--- src/rtl/fifo_wptr_full_if.sv ---
// Write-side signal bundle between the FIFO write logic and its write-domain user.
interface fifo_wptr_full_if #(
    parameter int unsigned ADDR_SIZE = 4
);
    logic                 winc;
    logic [ADDR_SIZE:0]   wq2_rptr;
    logic                 ovf_clr;
    logic                 wen;
    logic [ADDR_SIZE-1:0] waddr;
    logic [ADDR_SIZE:0]   wptr;
    logic                 wfull;
    logic                 walmost_full;
    logic [ADDR_SIZE:0]   wlevel;
    logic                 wovf;

    // Writer side: issues requests, observes status.
    modport master (
        output winc, wq2_rptr, ovf_clr,
        input  wen, waddr, wptr, wfull, walmost_full, wlevel, wovf
    );

    // Pointer/flag generator side.
    modport slave (
        input  winc, wq2_rptr, ovf_clr,
        output wen, waddr, wptr, wfull, walmost_full, wlevel, wovf
    );
endinterface

--- src/rtl/fifo_wptr_full.sv ---
// Async FIFO write-domain pointer logic: binary RAM address, Gray pointer for the
// read domain, and full / almost-full / level / sticky overflow status derived from
// the synchronized read pointer.
module fifo_wptr_full #(
    parameter int unsigned ADDR_SIZE    = 4,
    parameter int unsigned AFULL_THRESH = 12
) (
    input logic             clk,
    input logic             rst,
    fifo_wptr_full_if.slave wif
);
    localparam int unsigned PW = ADDR_SIZE + 1;
    localparam logic [PW-1:0] AFULL_LVL = PW'(AFULL_THRESH);

    logic          r_wfull;
    logic          r_walmost_full;
    logic          r_wovf;
    logic [PW-1:0] r_wbin;
    logic [PW-1:0] r_wptr;
    logic [PW-1:0] r_wlevel;

    logic          w_wen;
    logic          w_ovf_attempt;
    logic [PW-1:0] w_wbin_next;
    logic [PW-1:0] w_wgray_next;
    logic [PW-1:0] w_rbin;
    logic [PW-1:0] w_level_next;
    logic [PW-1:0] w_rptr_full;

    // A write is accepted only while not full; wfull is the registered flag, so a
    // full-to-not-full transition takes effect one cycle later.
    assign w_wen         = wif.winc & ~r_wfull;
    assign w_ovf_attempt = wif.winc & r_wfull;
    assign w_wbin_next   = r_wbin + PW'(w_wen);
    assign w_wgray_next  = (w_wbin_next >> 1) ^ w_wbin_next;

    // Full when the write pointer is exactly one lap ahead: in Gray code that is the
    // read pointer with its two MSBs inverted.
    assign w_rptr_full   = {~wif.wq2_rptr[ADDR_SIZE -: 2], wif.wq2_rptr[ADDR_SIZE-2:0]};

    // Gray to binary: each bit is the XOR of all Gray bits at or above it.
    always_comb begin
        w_rbin = '0;
        for (int i = 0; i < int'(PW); i++) begin
            w_rbin[i] = ^(wif.wq2_rptr >> i);
        end
    end

    assign w_level_next = w_wbin_next - w_rbin;

    assign wif.wen          = w_wen;
    assign wif.waddr        = r_wbin[ADDR_SIZE-1:0];
    assign wif.wptr         = r_wptr;
    assign wif.wfull        = r_wfull;
    assign wif.walmost_full = r_walmost_full;
    assign wif.wlevel       = r_wlevel;
    assign wif.wovf         = r_wovf;

    // Pointer, status and overflow registers; overflow set takes priority over clear.
    always_ff @(posedge clk) begin
        if (rst) begin
            r_wbin         <= '0;
            r_wptr         <= '0;
            r_wfull        <= 1'b0;
            r_walmost_full <= 1'b0;
            r_wlevel       <= '0;
            r_wovf         <= 1'b0;
        end else begin
            r_wbin         <= w_wbin_next;
            r_wptr         <= w_wgray_next;
            r_wfull        <= (w_wgray_next == w_rptr_full);
            r_walmost_full <= (w_level_next >= AFULL_LVL);
            r_wlevel       <= w_level_next;
            if (w_ovf_attempt) begin
                r_wovf <= 1'b1;
            end else if (wif.ovf_clr) begin
                r_wovf <= 1'b0;
            end
        end
    end
endmodule

--- src/flat_wrapper.sv ---
// flat-port wrapper written by rule: the top's interface ports become plain ports
module fifo_wptr_full_flat 
#(
    parameter int unsigned ADDR_SIZE    = 4,
    parameter int unsigned AFULL_THRESH = 12
)
  (clk, rst, wif_winc, wif_wq2_rptr, wif_ovf_clr, wif_wen, wif_waddr, wif_wptr, wif_wfull, wif_walmost_full, wif_wlevel, wif_wovf);
  fifo_wptr_full_if #(.ADDR_SIZE(ADDR_SIZE)) wif_i ();
  input logic clk;
  input logic rst;
  input wire logic [$bits(wif_i.winc)-1:0] wif_winc;
  input wire logic [$bits(wif_i.wq2_rptr)-1:0] wif_wq2_rptr;
  input wire logic [$bits(wif_i.ovf_clr)-1:0] wif_ovf_clr;
  output wire logic [$bits(wif_i.wen)-1:0] wif_wen;
  output wire logic [$bits(wif_i.waddr)-1:0] wif_waddr;
  output wire logic [$bits(wif_i.wptr)-1:0] wif_wptr;
  output wire logic [$bits(wif_i.wfull)-1:0] wif_wfull;
  output wire logic [$bits(wif_i.walmost_full)-1:0] wif_walmost_full;
  output wire logic [$bits(wif_i.wlevel)-1:0] wif_wlevel;
  output wire logic [$bits(wif_i.wovf)-1:0] wif_wovf;
  assign wif_i.winc = wif_winc;
  assign wif_i.wq2_rptr = wif_wq2_rptr;
  assign wif_i.ovf_clr = wif_ovf_clr;
  assign wif_wen = wif_i.wen;
  assign wif_waddr = wif_i.waddr;
  assign wif_wptr = wif_i.wptr;
  assign wif_wfull = wif_i.wfull;
  assign wif_walmost_full = wif_i.walmost_full;
  assign wif_wlevel = wif_i.wlevel;
  assign wif_wovf = wif_i.wovf;
  fifo_wptr_full #(.ADDR_SIZE(ADDR_SIZE), .AFULL_THRESH(AFULL_THRESH)) u_core (.clk(clk), .rst(rst), .wif(wif_i));
endmodule
--- config.mk ---
export PLATFORM = sky130hd
export DESIGN_NAME = fifo_wptr_full_flat
export DESIGN_NICKNAME = d
export VERILOG_FILES = /design/src/rtl/fifo_wptr_full_if.sv /design/src/rtl/fifo_wptr_full.sv /design/src/flat_wrapper.sv
export SDC_FILE = /design/constraint.sdc
export NUM_CORES = 1
export LEC_CHECK = 0
export ABC_AREA = 1
export CAP_MARGIN = 0
export CORE_ASPECT_RATIO = 0.6
export CORE_UTILIZATION = 40
export DETAILED_ROUTE_END_ITERATION = 8
export GPL_TIMING_DRIVEN = 0
export PLACE_DENSITY_LB_ADDON = 0.3
export SLEW_MARGIN = 20
export SYNTH_ARGS = -nofsm -noshare
export SYNTH_HDL_FRONTEND = slang
export SYNTH_SLANG_ARGS = --single-unit
--- constraint.sdc ---
create_clock -name clk -period 6.4 [get_ports clk]
set_input_delay 1.28 -clock clk [delete_from_list [all_inputs] [get_ports clk]]
set_output_delay 1.28 -clock clk [all_outputs]
set_load 0.005 [all_outputs]
==> reports/qor.txt, run 1 <==
Post-placement cell area = 1305 µm²
Mapped cell area = 1007 µm²
CTS tree = built
# clock sinks = 17
Total of warnings raised by yosys = 0
EDFF count, synth = 0
Min Tclk post-route = 3.734 ns
Hold Vio Cnt, Final = 0
Routed met2 length = 922 µm
Cell count after synthesis = 140
Max-Cap Viols = 0
Postcts setup bufs = 0
Worst hold margin = 0.4607 ns
Area leader, netlist = dfxtp_1
CTS Buffer Depth = 2
Met1 wire length = 1034 µm
Placed Cells = 196
Fin crit share = 58.35%
Fmax = 267.8 MHz
Vias in the first global route = 786
Post-synth net total = 155
Die height = 40.87 µm
Rel. slew slack = 75.11%
Clock Pin Slew Worst Setup and Hold Paths = 0.06 ns
Initial Util = 44.23%
First-pass DRT Iterations = 4
Dpl ws = 2.663 ns
Critical path capture point type = output pin
Number of nets in the layout = 186
Io pins = 27
Core area = 2277 µm²
Routability cong. = 0.8936
Layout area overhead = 34.16%
# setup viols final = 0
Syn_area_per_cell = 7.194 µm²
Worst-path maximum fanout = 2
N_diodes = 0
Max layer used = met4
Prevailing post-synth register cell = dfxtp_1
Fin Clk Skew = 0.007702 ns
Largest net degree at the start of global routing = 11
Most instantiated library cell after synthesis = nand2_1
Vias/cell = 4.620
Global-route wire length before repair = 3429 µm
Worst Hold Class = reg2reg
Final Non-Filler Cells = 200
DR iter-0 viols = 35
Final Cell Area = 1351 µm²
Fill count = 207
FF+latch count, synth = 17
Initial antenna violation count = 0
Crit path launch type = input pin
ANT nets after route = 0
Post-synthesis sequential area ratio = 33.79%
Status = finished, final reports clean
Worst VDD drop = 0.08816 mV
Residual DRC count = 0
FFs w/ async S/R, synth = 0%
Setup_tns = 0 ns
Post-cts resize count = 0
Leakage power total = 0.6858 nW
Met3 wire len = 167 µm
Vias = 924
Die Area = 2729 µm²
Layout cells sized above 1 = 15.88%
Netlist cell types = 19
Yosys top cell area share = 33.79%
RSZ-0062 raised after global routing = no
TritonCTS Buffers = 3
Arrival @ worst endpoint = 2.45 ns
Clock latency on the worst-skew pair = 0.25 ns
Worst Max-Slew Pin Slew = 0.3734 ns
# rows = 13
Critical Path Source = wif_winc
WP data required = 5.12 ns
DPL Wire Length = 1826 µm
Power, Total = 294.8 µW
Die X = 66.78 µm
Post-DR wirelength/cell = 10.71 µm
Power per cell area = 218.1 nW/µm²
Worst r2r src = u_core.wif.wfull
Routed WL = 2141 µm
Hold Buf Count CTS = 0
GR Overflow Total = 0
Clk root buf = clkbuf_8
Tot GR Track Use = 17.79%
# port buffers = 26
Crit Path Class = in2out
Fin. max-slew vios = 0
Commonest cells in the synthesized netlist = 36 x nand2_1, 19 x inv_1, 17 x dfxtp_1, 14 x nor2_1, 11 x nand3_1
Hold Crit Start = u_core.wif.wovf
H-tree levels = 1
Worst setup margin = 2.666 ns
Final core utilization = 59.34%
Top post-synthesis cells by area = dfxtp_1 34%, nand2_1 13%, ha_1 7.5%
==> worst max-delay path, stage by stage <==
cell	delay [ns]
clkdlybuf4s50_1	0.49
inv_1	0.04
nor2_1	0.13
clkdlybuf4s50_1	0.52
==> where the power goes <==
group / switching (mW) / internal (mW) / leakage (nW)
Clock: 0.0364 / 0.0432 / 0.0255
Sequential: 0.00344 / 0.117 / 0.140
Combinational: 0.0489 / 0.0462 / 0.521
==> worst paths after layout <==
| kind | depth (start not counted) | slack [ns] | endpoint |
|---|---|---|---|
| max | 4 | 2.67 | wif_wen |
| min | 2 | 0.46 | u_core.wif.wovf |
| max reg2reg | 14 | 4.16 | u_core.wif.walmost_full |
| min reg2reg | 2 | 0.46 | u_core.wif.wovf |
==> cell usage in the layout (no fill, tap or decap) <==
cell	instances
nand4_1	1
clkdlybuf4s50_1	26
nand2_4	4
a21oi_1	4
nor3_2	1
clkbuf_1	1
clkinv_2	1
nand2_2	7
or2_0	1
nor2_2	1
clkbuf_8	3
inv_2	6
nor2_1	14
nand3_1	11
nand2_1	36
dfxtp_1	17
xor2_2	2
xor2_1	6
xnor2_1	1
inv_1	19
ha_1	6
nand3_2	2
==> flip-flops by register name, summed over array words and instances (netlist names) <==
name                     flops
u_core.r_wbin                4
u_core.wif.wptr              5
u_core.wif.walmost_full      1
u_core.wif.wlevel            5
u_core.wif.wfull             1
u_core.wif.wovf              1
==> layout make-up <==
| type | count | area (µm²) | area share, % |
|---|---|---|---|
| plain buffers | 1 | 3.754 | 0.2778 |
| well taps | 30 | 37.54 | 2.778 |
| inverters | 25 | 93.84 | 6.944 |
| multi-input cells | 97 | 569.3 | 42.13 |
| repair buffers | 26 | 260.3 | 19.26 |
| clock inverters | 1 | 5.005 | 0.3704 |
| clock buffers | 3 | 41.29 | 3.056 |
| flip-flops and latches | 17 | 340.3 | 25.19 |
==> cell families (layout without fill, tap and decap cells) <==
kind of cell / Yosys count / after routing / share of synthesized area [%]
and+or+nand+nor: 78 / 78 / 37.76
buffers and inverters: 26 / 56 / 9.689
DFF: 17 / 17 / 33.79
xor gates and xnor gates: 9 / 9 / 9.317
adders and majority gates: 6 / 6 / 7.453
AOI/OAI and AO/OA: 4 / 4 / 1.988
==> routing by layer <==
metal  global-route usage (%)  vias up
met3                    4.167        2
li1                         -      487
met2                    30.05       38
met5                        0        -
met4                    4.787        0
met1                    23.28      397
Power figures use the tool's default switching activity.
==> inputs of run 2 (changes only) <==
==> constraint.sdc (replaced) <==
create_clock -name clk -period 3.7 [get_ports clk]
set_input_delay 0.74 -clock clk [delete_from_list [all_inputs] [get_ports clk]]
set_output_delay 0.74 -clock clk [all_outputs]
set_load 0.005 [all_outputs]
==> results of run 2 <==
Same layout as run 1 (identical final DEF). Status: finished, final reports clean.
Among the figures that moved: setup slack after placement 2.663 ns -> 0.5291 ns; clock-pin slew on the worst setup and hold paths 0.06 ns -> 0.07 ns; setup slack after layout 2.666 ns -> 0.7810 ns; end point of the critical path wif_wen -> u_core.wif.walmost_full; register-to-register setup slack 4.16 ns -> 1.46 ns; total power 0.2948 mW -> 0.5099 mW; worst IR drop on VDD 0.08816 mV -> 0.1525 mV
==> inputs of run 3 (changes only) <==
==> constraint.sdc (replaced) <==
create_clock -name clk -period 2.6 [get_ports clk]
set_input_delay 0.52 -clock clk [delete_from_list [all_inputs] [get_ports clk]]
set_output_delay 0.52 -clock clk [all_outputs]
set_load 0.005 [all_outputs]
==> run 3 against run 2 <==
  * Hold slack better by 0.011 ns
  * Via count up 2.2%
  * Clock power up 42%
==> reports/qor.txt, run 3 (synthesis gave the netlist of run 1 again) <==
Status = finished, final reports clean
Vias/cell = 4.673 (+1.2%)
Die X = 66.78 µm (unchanged)
Dpl ws = -0.3509 ns
Crit Path Class = in2reg
Worst stage delay on the critical path = 0.68 ns
Final Cell Area = 1436 µm² (+6.3%)
Die Area = 2729 µm² (unchanged)
Fin Clk Skew = 0.006778 ns (-0.0009237 ns)
Routed WL = 2228 µm (+4.1%)
Die height = 40.87 µm (unchanged)
Pint = 515.8 µW
Most frequent cells in the layout = 35 x nand2_1, 23 x clkdlybuf4s50_1, 17 x inv_1, 17 x dfxtp_1, 13 x nor2_1
Fin crit share = 90.00%
First-pass DRT Iterations = 4 (unchanged)
ANT nets after route = 0 (unchanged)
# rows = 13 (unchanged)
Setup_tns = 0 ns (unchanged)
WP data required = 2.75 ns
Hold Vio Cnt, Final = 0 (unchanged)
Clk root buf = clkbuf_8
Initial antenna violation count = 0 (unchanged)
Crit path top cell by count = nand2_1
Fin. max-slew vios = 0 (unchanged)
Clock share of power = 26.5% (-0.5 points)
CP cell instances = clkdlybuf4s50_1 > xor2_4 > xor2_1 > inv_1 > ha_1 > inv_1 > ha_1 > inv_2 > nand2_2 > nand2_2 > nand2_1 > nand2_1 > nand3_1 > nand2_1
Max-Cap Viols = 0 (unchanged)
Net Switching = 223.7 µW
DR iter-0 viols = 31 (-11%)
Sw Share = 30.25%
Slowest CP cell = clkdlybuf4s50_1
# setup viols final = 0 (unchanged)
Worst Max-Slew Pin Slew = 0.3658 ns (-0.007662 ns)
Routability cong. = 0.8936 (unchanged)
Clock latency on the worst-skew pair = 0.25 ns (about the same)
# clock sinks = 17 (unchanged)
N_diodes = 0 (unchanged)
Initial Util = 44.23% (unchanged)
Worst setup margin = 0.2599 ns
Layout area overhead = 42.61%
# port buffers = 26 (unchanged)
Vias in the first global route = 790 (+0.51%)
Top delay family on crit path = buffers and inverters
Arrival @ worst endpoint = 2.49 ns
Min Tclk post-route = 2.340 ns
Post-DR wirelength/cell = 11.03 µm (+3.0%)
Fmax = 427.3 MHz
Power per cell area = 514.8 nW/µm²
Layout cells sized above 1 = 21.51% (+5.6 points)
Worst hold margin = 0.4712 ns (+0.01050 ns)
Critical path capture point type = flop
Number of nets in the layout = 188 (+1.1%)
Reg2Reg Depth = 10 (-4)
Sequential power share = 40.1% (-0.7 points)
Global-route wire length before repair = 3436 µm (+0.20%)
Hold Buf Count CTS = 0 (unchanged)
Rel. slew slack = 75.62% (+0.51 points)
Commonest non-fill, non-tap cell in the layout = nand2_1
H-tree levels = 1 (unchanged)
Core area = 2277 µm² (unchanged)
Clock Pin Slew Worst Setup and Hold Paths = 0.07 ns
Largest net degree at the start of global routing = 11 (unchanged)
RSZ-0062 raised after global routing = no
Io pins = 27 (unchanged)
DPL Wire Length = 1826 µm (unchanged)
TritonCTS Buffers = 3 (unchanged)
Comb pwr share = 33.5% (+1.2 points)
Leakage power total = 0.7216 nW (+5.2%)
Worst-path maximum fanout = 5
Placed Cells = 196 (unchanged)
GR Overflow Total = 0 (unchanged)
R2R Setup Slk = 0.54 ns
Vias = 944 (+2.2%)
Residual DRC count = 0 (unchanged)
CTS Buffer Depth = 2 (unchanged)
Tot GR Track Use = 17.85% (+0.062 points)
Crit path launch type = input pin
Final core utilization = 63.08% (+3.7 points)
Final Non-Filler Cells = 202 (+1.0%)
Number of cells on the critical path = 14
Worst Hold Class = reg2reg
Post-placement cell area = 1305 µm² (unchanged)
CTS tree = built
Hold Path Cell Cnt = 2 (unchanged)
Worst VDD drop = 0.2152 mV
Power, Total = 739.5 µW
Worst Path Buf+Inv = 4
run 3: changes by cell type in the layout (fill, tap and decap cells not counted), sizes merged:
cell,delta
buf,+2
dlymetal6s2s,+3
clkdlybuf4s50,-3
run 3: power groups by stage:
stage / Clock, mW / Sequential [mW] / Combinational [mW]
6_report: 0.196 / 0.296 / 0.247
5_1_grt: 0.213 / 0.299 / 0.279
4_1_cts: 0.199 / 0.296 / 0.238
3_5_place_dp: 0 / 0.302 / 0.233
3_3_place_gp: 0 / 0.300 / 0.226
2_1_floorplan: 0 / 0.305 / 0.131
run 3: worst register-to-register path: stages (launching register included):
cell     delay (ns)
dfxtp_1        0.33
nor2_2         0.11
ha_2           0.23
nand3_2        0.13
xor2_4         0.19
inv_2          0.05
ha_1           0.34
a21oi_1        0.25
nand3_1        0.13
nand3_1        0.13
nand2_1        0.06
run 3: repair_timing:
action | 4_1_cts | 5_1_grt
pin swaps | 0 | 5
resized for setup | 4 | 10
cloned | 0 | 0
setup endpoints to repair | 3 | 3
buffers inserted | 0 | 2
run 3: area by class of cell:
type,instances,area [µm²]
buffer,1,3.754
fill,200,840.8
multi-input combinational,97,631.9
timing repair buffer,28,282.8
inverter,25,93.84
clock inverter,1,5.005
sequential,17,340.3
clock buffer,3,41.29
tap,30,37.54
run 3: final timing paths:
check,end,startpoint
max,u_core.wif.walmost_full,wif_wq2_rptr[2]
min,u_core.wif.wovf,u_core.wif.wovf
max reg2reg,u_core.wif.walmost_full,u_core.wif.wfull
min reg2reg,u_core.wif.wovf,u_core.wif.wovf
run 3: metal layers:
metal	global-route usage, %	vias up	part of all wire, %
li1	-	489	-
met1	23.28	416	46
met2	30.30	37	46
met3	4.167	2	7.7
met4	4.787	0	0.67
met5	0	-	0
==> RTL change 1, RTL diff (settings of run 2) <==
`ADDR_SIZE` is set to 4 in 3 places; all go to 8.
--- a/src/rtl/fifo_wptr_full_if.sv
+++ b/src/rtl/fifo_wptr_full_if.sv
@@ -1,5 +1,5 @@
 // Write-side signal bundle between the FIFO write logic and its write-domain user.
 interface fifo_wptr_full_if #(
-    parameter int unsigned ADDR_SIZE = 4
+    parameter int unsigned ADDR_SIZE = 8
 );
     logic                 winc;
--- a/src/rtl/fifo_wptr_full.sv
+++ b/src/rtl/fifo_wptr_full.sv
@@ -3,5 +3,5 @@
 // the synchronized read pointer.
 module fifo_wptr_full #(
-    parameter int unsigned ADDR_SIZE    = 4,
+    parameter int unsigned ADDR_SIZE    = 8,
     parameter int unsigned AFULL_THRESH = 12
 ) (
--- a/src/flat_wrapper.sv
+++ b/src/flat_wrapper.sv
@@ -2,5 +2,5 @@
 module fifo_wptr_full_flat 
 #(
-    parameter int unsigned ADDR_SIZE    = 4,
+    parameter int unsigned ADDR_SIZE    = 8,
     parameter int unsigned AFULL_THRESH = 12
 )
Ports: changed (resized wif_waddr, wif_wlevel, wif_wptr and wif_wq2_rptr); port bits go from 27 to 43. The function was not compared with the original's and may differ.
==> RTL change 1 against run 2 <==
  * Sequential cell count is 12 higher
  * Area after synthesis is 94% higher
  * Register-to-register slack worse by 0.54 ns
  * Worst hold slack better by 0.0084 ns
  * Global-route usage is 1.6 points higher
  * Total power is 72% higher
  * Worst setup slack worse by 0.48 ns
  * Design area is 90% higher
  * Sequential power is 65% higher
  * Wire length is 110% higher
  * Synthesized cell count is 100% higher
==> RTL change 1: results (changes against run 2) <==
Netlist cell types -> 32 (+13)
post-synthesis xor/xnor area fraction -> 10.3% (+1.0 points)
initial DRC count -> 62 (+77%)
clk_lat worst skew -> 0.29 ns (+0.04 ns)
Top Family by Delay on Critical Path -> simple AND/OR/NAND/NOR gates
Setup CP Type -> input pin to flop
met2 wire len -> 1720 um (+86%)
half-perimeter wire length after placement -> 3730 um (+100%)
RD Place Congestion -> 0.895 (+0.20%)
reg2reg setup slack -> 0.92 ns (-0.54 ns)
total CTS buffers -> 5 (+2)
syn_nets -> 309 (+99%)
Total Routed Length -> 4520 um (+110%)
port bufs -> 42 (+62%)
Synth top cells by count -> nand2_1, nor2_1, inv_1
Leak Pwr -> 1.23 nW (+80%)
drt first pass iters -> 4 (unchanged)
met3 usage -> 3.55% (-0.61 points)
global-route wire length before repair -> 7650 um (+120%)
Achievable Freq -> 294 MHz (-14%)
clk root buf -> clkbuf_8
Worst-Margin Slew -> 0.566 ns (+0.193 ns)
Setup Skew -> 0.00722 ns (-0.000479 ns)
Worst EP arrival -> 3.56 ns (+0.49 ns)
placement-stage cell area -> 2450 sq um (+88%)
initial antenna violation count -> 0 (unchanged)
layout cells sized above 1 -> 10.2% (-5.7 points)
final net count -> 358 (+92%)
htree depth -> 2 (+1)
Setup Slack @ Placement -> -0.124 ns (-0.654 ns)
M1 GR Usage -> 29.5% (+6.3 points)
register area share after synthesis -> 29.7% (-4.0 points)
number of global-route vias before repair -> 1,637 (+110%)
area fraction in compound gates after synthesis -> 5.38% (+3.4 points)
synthesized instance count -> 284 (+100%)
placed cell count -> 389 (+98%)
met2 usage -> 26.2% (-3.8 points)
Synth Area in Adders -> 8.08% (+0.62 points)
Max FO, Critical Path -> 4 (-1)
CP peak stage delay -> 0.47 ns (-0.02 ns)
routed vias/inst -> 4.61 (-0.25%)
hold slack final -> 0.469 ns (+0.00838 ns)
routed length on met1 -> 2500 um (+140%)
Hold WC Path Type -> flop to flop
Met3 Routed Length -> 252 um (+51%)
status -> finished, final reports clean
main area contributors after synthesis -> dfxtp_1, nand2_1, nor2_1
via count -> 1,825 (+98%)
total global-route track usage -> 19.4% (+1.6 points)
worst vdd ir -> 0.177 mV (+16%)
[RTL change 1: cell count changes in the layout (fill, tap and decap cells not counted), moves of 5 or more]
cell             change
nand3_1              +6
nor2_1              +26
a21oi_1              +5
dfxtp_1             +12
ha_1                 +5
inv_1               +14
xor2_1               +9
nand2_1             +46
clkdlybuf4s50_1     +16
[RTL change 1: power by group]
group | total (mW) | leakage [nW] | switching (mW) | internal, mW
clock | 0.264 | 0.0443 | 0.117 | 0.147
combinational | 0.270 | 0.953 | 0.150 | 0.120
sequential | 0.343 | 0.237 | 0.00741 | 0.336
total | 0.877 | 1.23 | 0.274 | 0.603
[RTL change 1: final cells by class]
class	count	area, sq um
Inverter	38	143
Clock buffer	7	86.3
Multi-Input combinational cell	214	1240
Tap cell	63	78.8
Timing Repair Buffer	42	420
Fill cell	464	2070
Sequential cell	29	581
Buffer	3	11.3
[RTL change 1: what timing repair did]
action                     in CTS  in global routing
setup endpoints to repair       0                  1
gates resized for setup         0                  5
setup buffers                   0                  0
==> RTL change 2, RTL diff (settings of run 2) <==
Without the edit above. Make the reset (`rst`) asynchronous in one clocked block.
--- a/src/rtl/fifo_wptr_full.sv
+++ b/src/rtl/fifo_wptr_full.sv
@@ -58,5 +58,5 @@
 
     // Pointer, status and overflow registers; overflow set takes priority over clear.
-    always_ff @(posedge clk) begin
+    always_ff @(posedge clk or posedge rst) begin
         if (rst) begin
             r_wbin         <= '0;
Check against the original RTL: differs if rst is asserted again (counterexample within 4 cycles, from zero or initial values and one cycle with rst high); with rst held inactive, the same outputs for 10 cycles.
==> RTL change 2 against run 2 <==
  * Area after synthesis shrank 4.6%
  * Via count down 10%
  * Wire length down 5.7%
  * Final cell count shrank 11%
  * Worst setup slack better by 0.056 ns
  * Worst hold slack improved by 0.069 ns
  * Critical path depth did not move
  * Sequential cell count did not move
  * Sequential share of layout area grew 7.4 points
  * Register-to-register slack got worse by 0.03 ns
  * Design area decreased by 3.4%
  * Non-clock buffer count fell by 1
  * Highest routed layer unchanged
Power is not compared: it rests on default switching activity, and its combinational part moved more than twofold at a synthesized area within 25%.
==> RTL change 2: results (changes against run 2) <==
status -> finished, final reports clean
postcts setup bufs -> 0 (unchanged)
reg2reg setup slack -> 1.43 ns (-0.03 ns)
Async S/R FF share, synth -> 100% (+100 points)
main area contributors after synthesis -> dfrtp_1, nand2_1, xor2_1
placed cell count -> 175 (-11%)
Netlist cell types -> 18 (-1)
post-CTS resize count -> 0 (unchanged)
initial antenna violation count -> 0 (unchanged)
half-perimeter wire length after placement -> 1620 um (-11%)
met2 usage -> 30.7% (+0.62 points)
Setup Slack @ Placement -> 0.581 ns (+0.0515 ns)
Max FO, Critical Path -> 4 (-1)
final net count -> 165 (-11%)
clk root buf -> clkbuf_8
total global-route track usage -> 18.2% (+0.37 points)
Clock Tree Buf Depth -> 2 (unchanged)
routed vias/inst -> 4.64 (+0.37%)
Synth top cells by count -> nand2_1, inv_1, dfrtp_1
net switching power -> 0.495 mW
syn_nets -> 134 (-14%)
Total Routed Length -> 2020 um (-5.7%)
layout cells sized above 1 -> 5.37% (-11 points)
synthesized instance count -> 119 (-15%)
Worst EP arrival -> 3.01 ns (-0.06 ns)
register area share after synthesis -> 44.3% (+10 points)
met3 usage -> 5.11% (+0.95 points)
htree depth -> 1 (unchanged)
number of global-route vias before repair -> 701 (-11%)
Filler Cells Inserted -> 197 (-4.8%)
initial DRC count -> 33 (-5.7%)
CTS clock-pin slew for the worst setup and hold paths -> 0.06 ns
Hold WC Path Type -> flop to flop
Routed WL per cell -> 11.3 um (+5.3%)
worst vdd ir -> 0.317 mV
clk_lat worst skew -> 0.25 ns (about the same)
RD Place Congestion -> 0.772 (-14%)
hold slack final -> 0.530 ns (+0.0691 ns)
Leak Pwr -> 0.693 nW
placement-stage cell area -> 1260 sq um (-3.5%)
final worst-path setup slack -> 0.837 ns (+0.0557 ns)
global-route wire length before repair -> 3220 um (-6.2%)
Syn. warnings -> 0 (unchanged)
Slew HR -> 57.5% (-18 points)
CP peak stage delay -> 0.49 ns (about the same)
drt first pass iters -> 4 (unchanged)
largest net degree at the start of global routing -> 18 (+7)
M1 GR Usage -> 22.5% (-0.76 points)
Setup Skew -> 0.00173 ns (-0.00597 ns)
==> RTL change 2: path summary, 6_finish.rpt <==
kind                                   from                 endpoint  depth (start not counted)
setup / recovery                   wif_winc  u_core.wif.walmost_full                         16
hold / removal              u_core.wif.wovf          u_core.wif.wovf                          2
setup reg to reg           u_core.wif.wfull  u_core.wif.walmost_full                         14
hold reg to reg             u_core.wif.wovf          u_core.wif.wovf                          2
max in group asynchronous               rst          u_core.wif.wovf                          2
min in group asynchronous               rst     u_core.wif.wlevel[1]                          2
==> RTL change 2: cell type report <==
class	instances	area (sq um)	area share [%]
Clock buffer	3	41.3	3.16
Clock inverter	1	5.00	0.384
Inverter	23	86.3	6.62
Multi-Input combinational cell	79	449	34.4
Sequential cell	17	425	32.6
Tap cell	30	37.5	2.88
Timing Repair Buffer	26	260	19.9
==> RTL change 2: worst max-delay path: cells and delay by family <==
family | cells | cell delay, ns
and+or+nand+nor | 9 | 0.78
buffers and inverters | 4 | 0.69
adders and majority gates | 3 | 0.81
==> RTL change 2: power groups by stage <==
| stage | sequential, mW | clock [mW] | combinational, mW |
|---|---|---|---|
| after floorplan | 0.348 | 0 | 0.429 |
| after global placement | 0.335 | 0 | 0.704 |
| after detailed placement | 0.340 | 0 | 0.730 |
| after CTS | 0.337 | 0.142 | 0.739 |
| after global routing | 0.349 | 0.148 | 0.832 |
| final | 0.336 | 0.139 | 0.738 |
==> RTL change 2: layer usage <==
layer  wire (um)  vias up
met1         907      373
met2         934       32
met3         126        7
met5           0        -
li1            -      418
met4          50        0
==> RTL change 2: logic make-up after synthesis <==
family,share of synthesized area (%)
adder cells (fa/ha/maj),7.81
flip-flops,44.3
AO/OA/AOI/OAI,1.04
XOR/XNOR,11.7
AND/OR/NAND/NOR,26.2
buffers and inverters,8.98
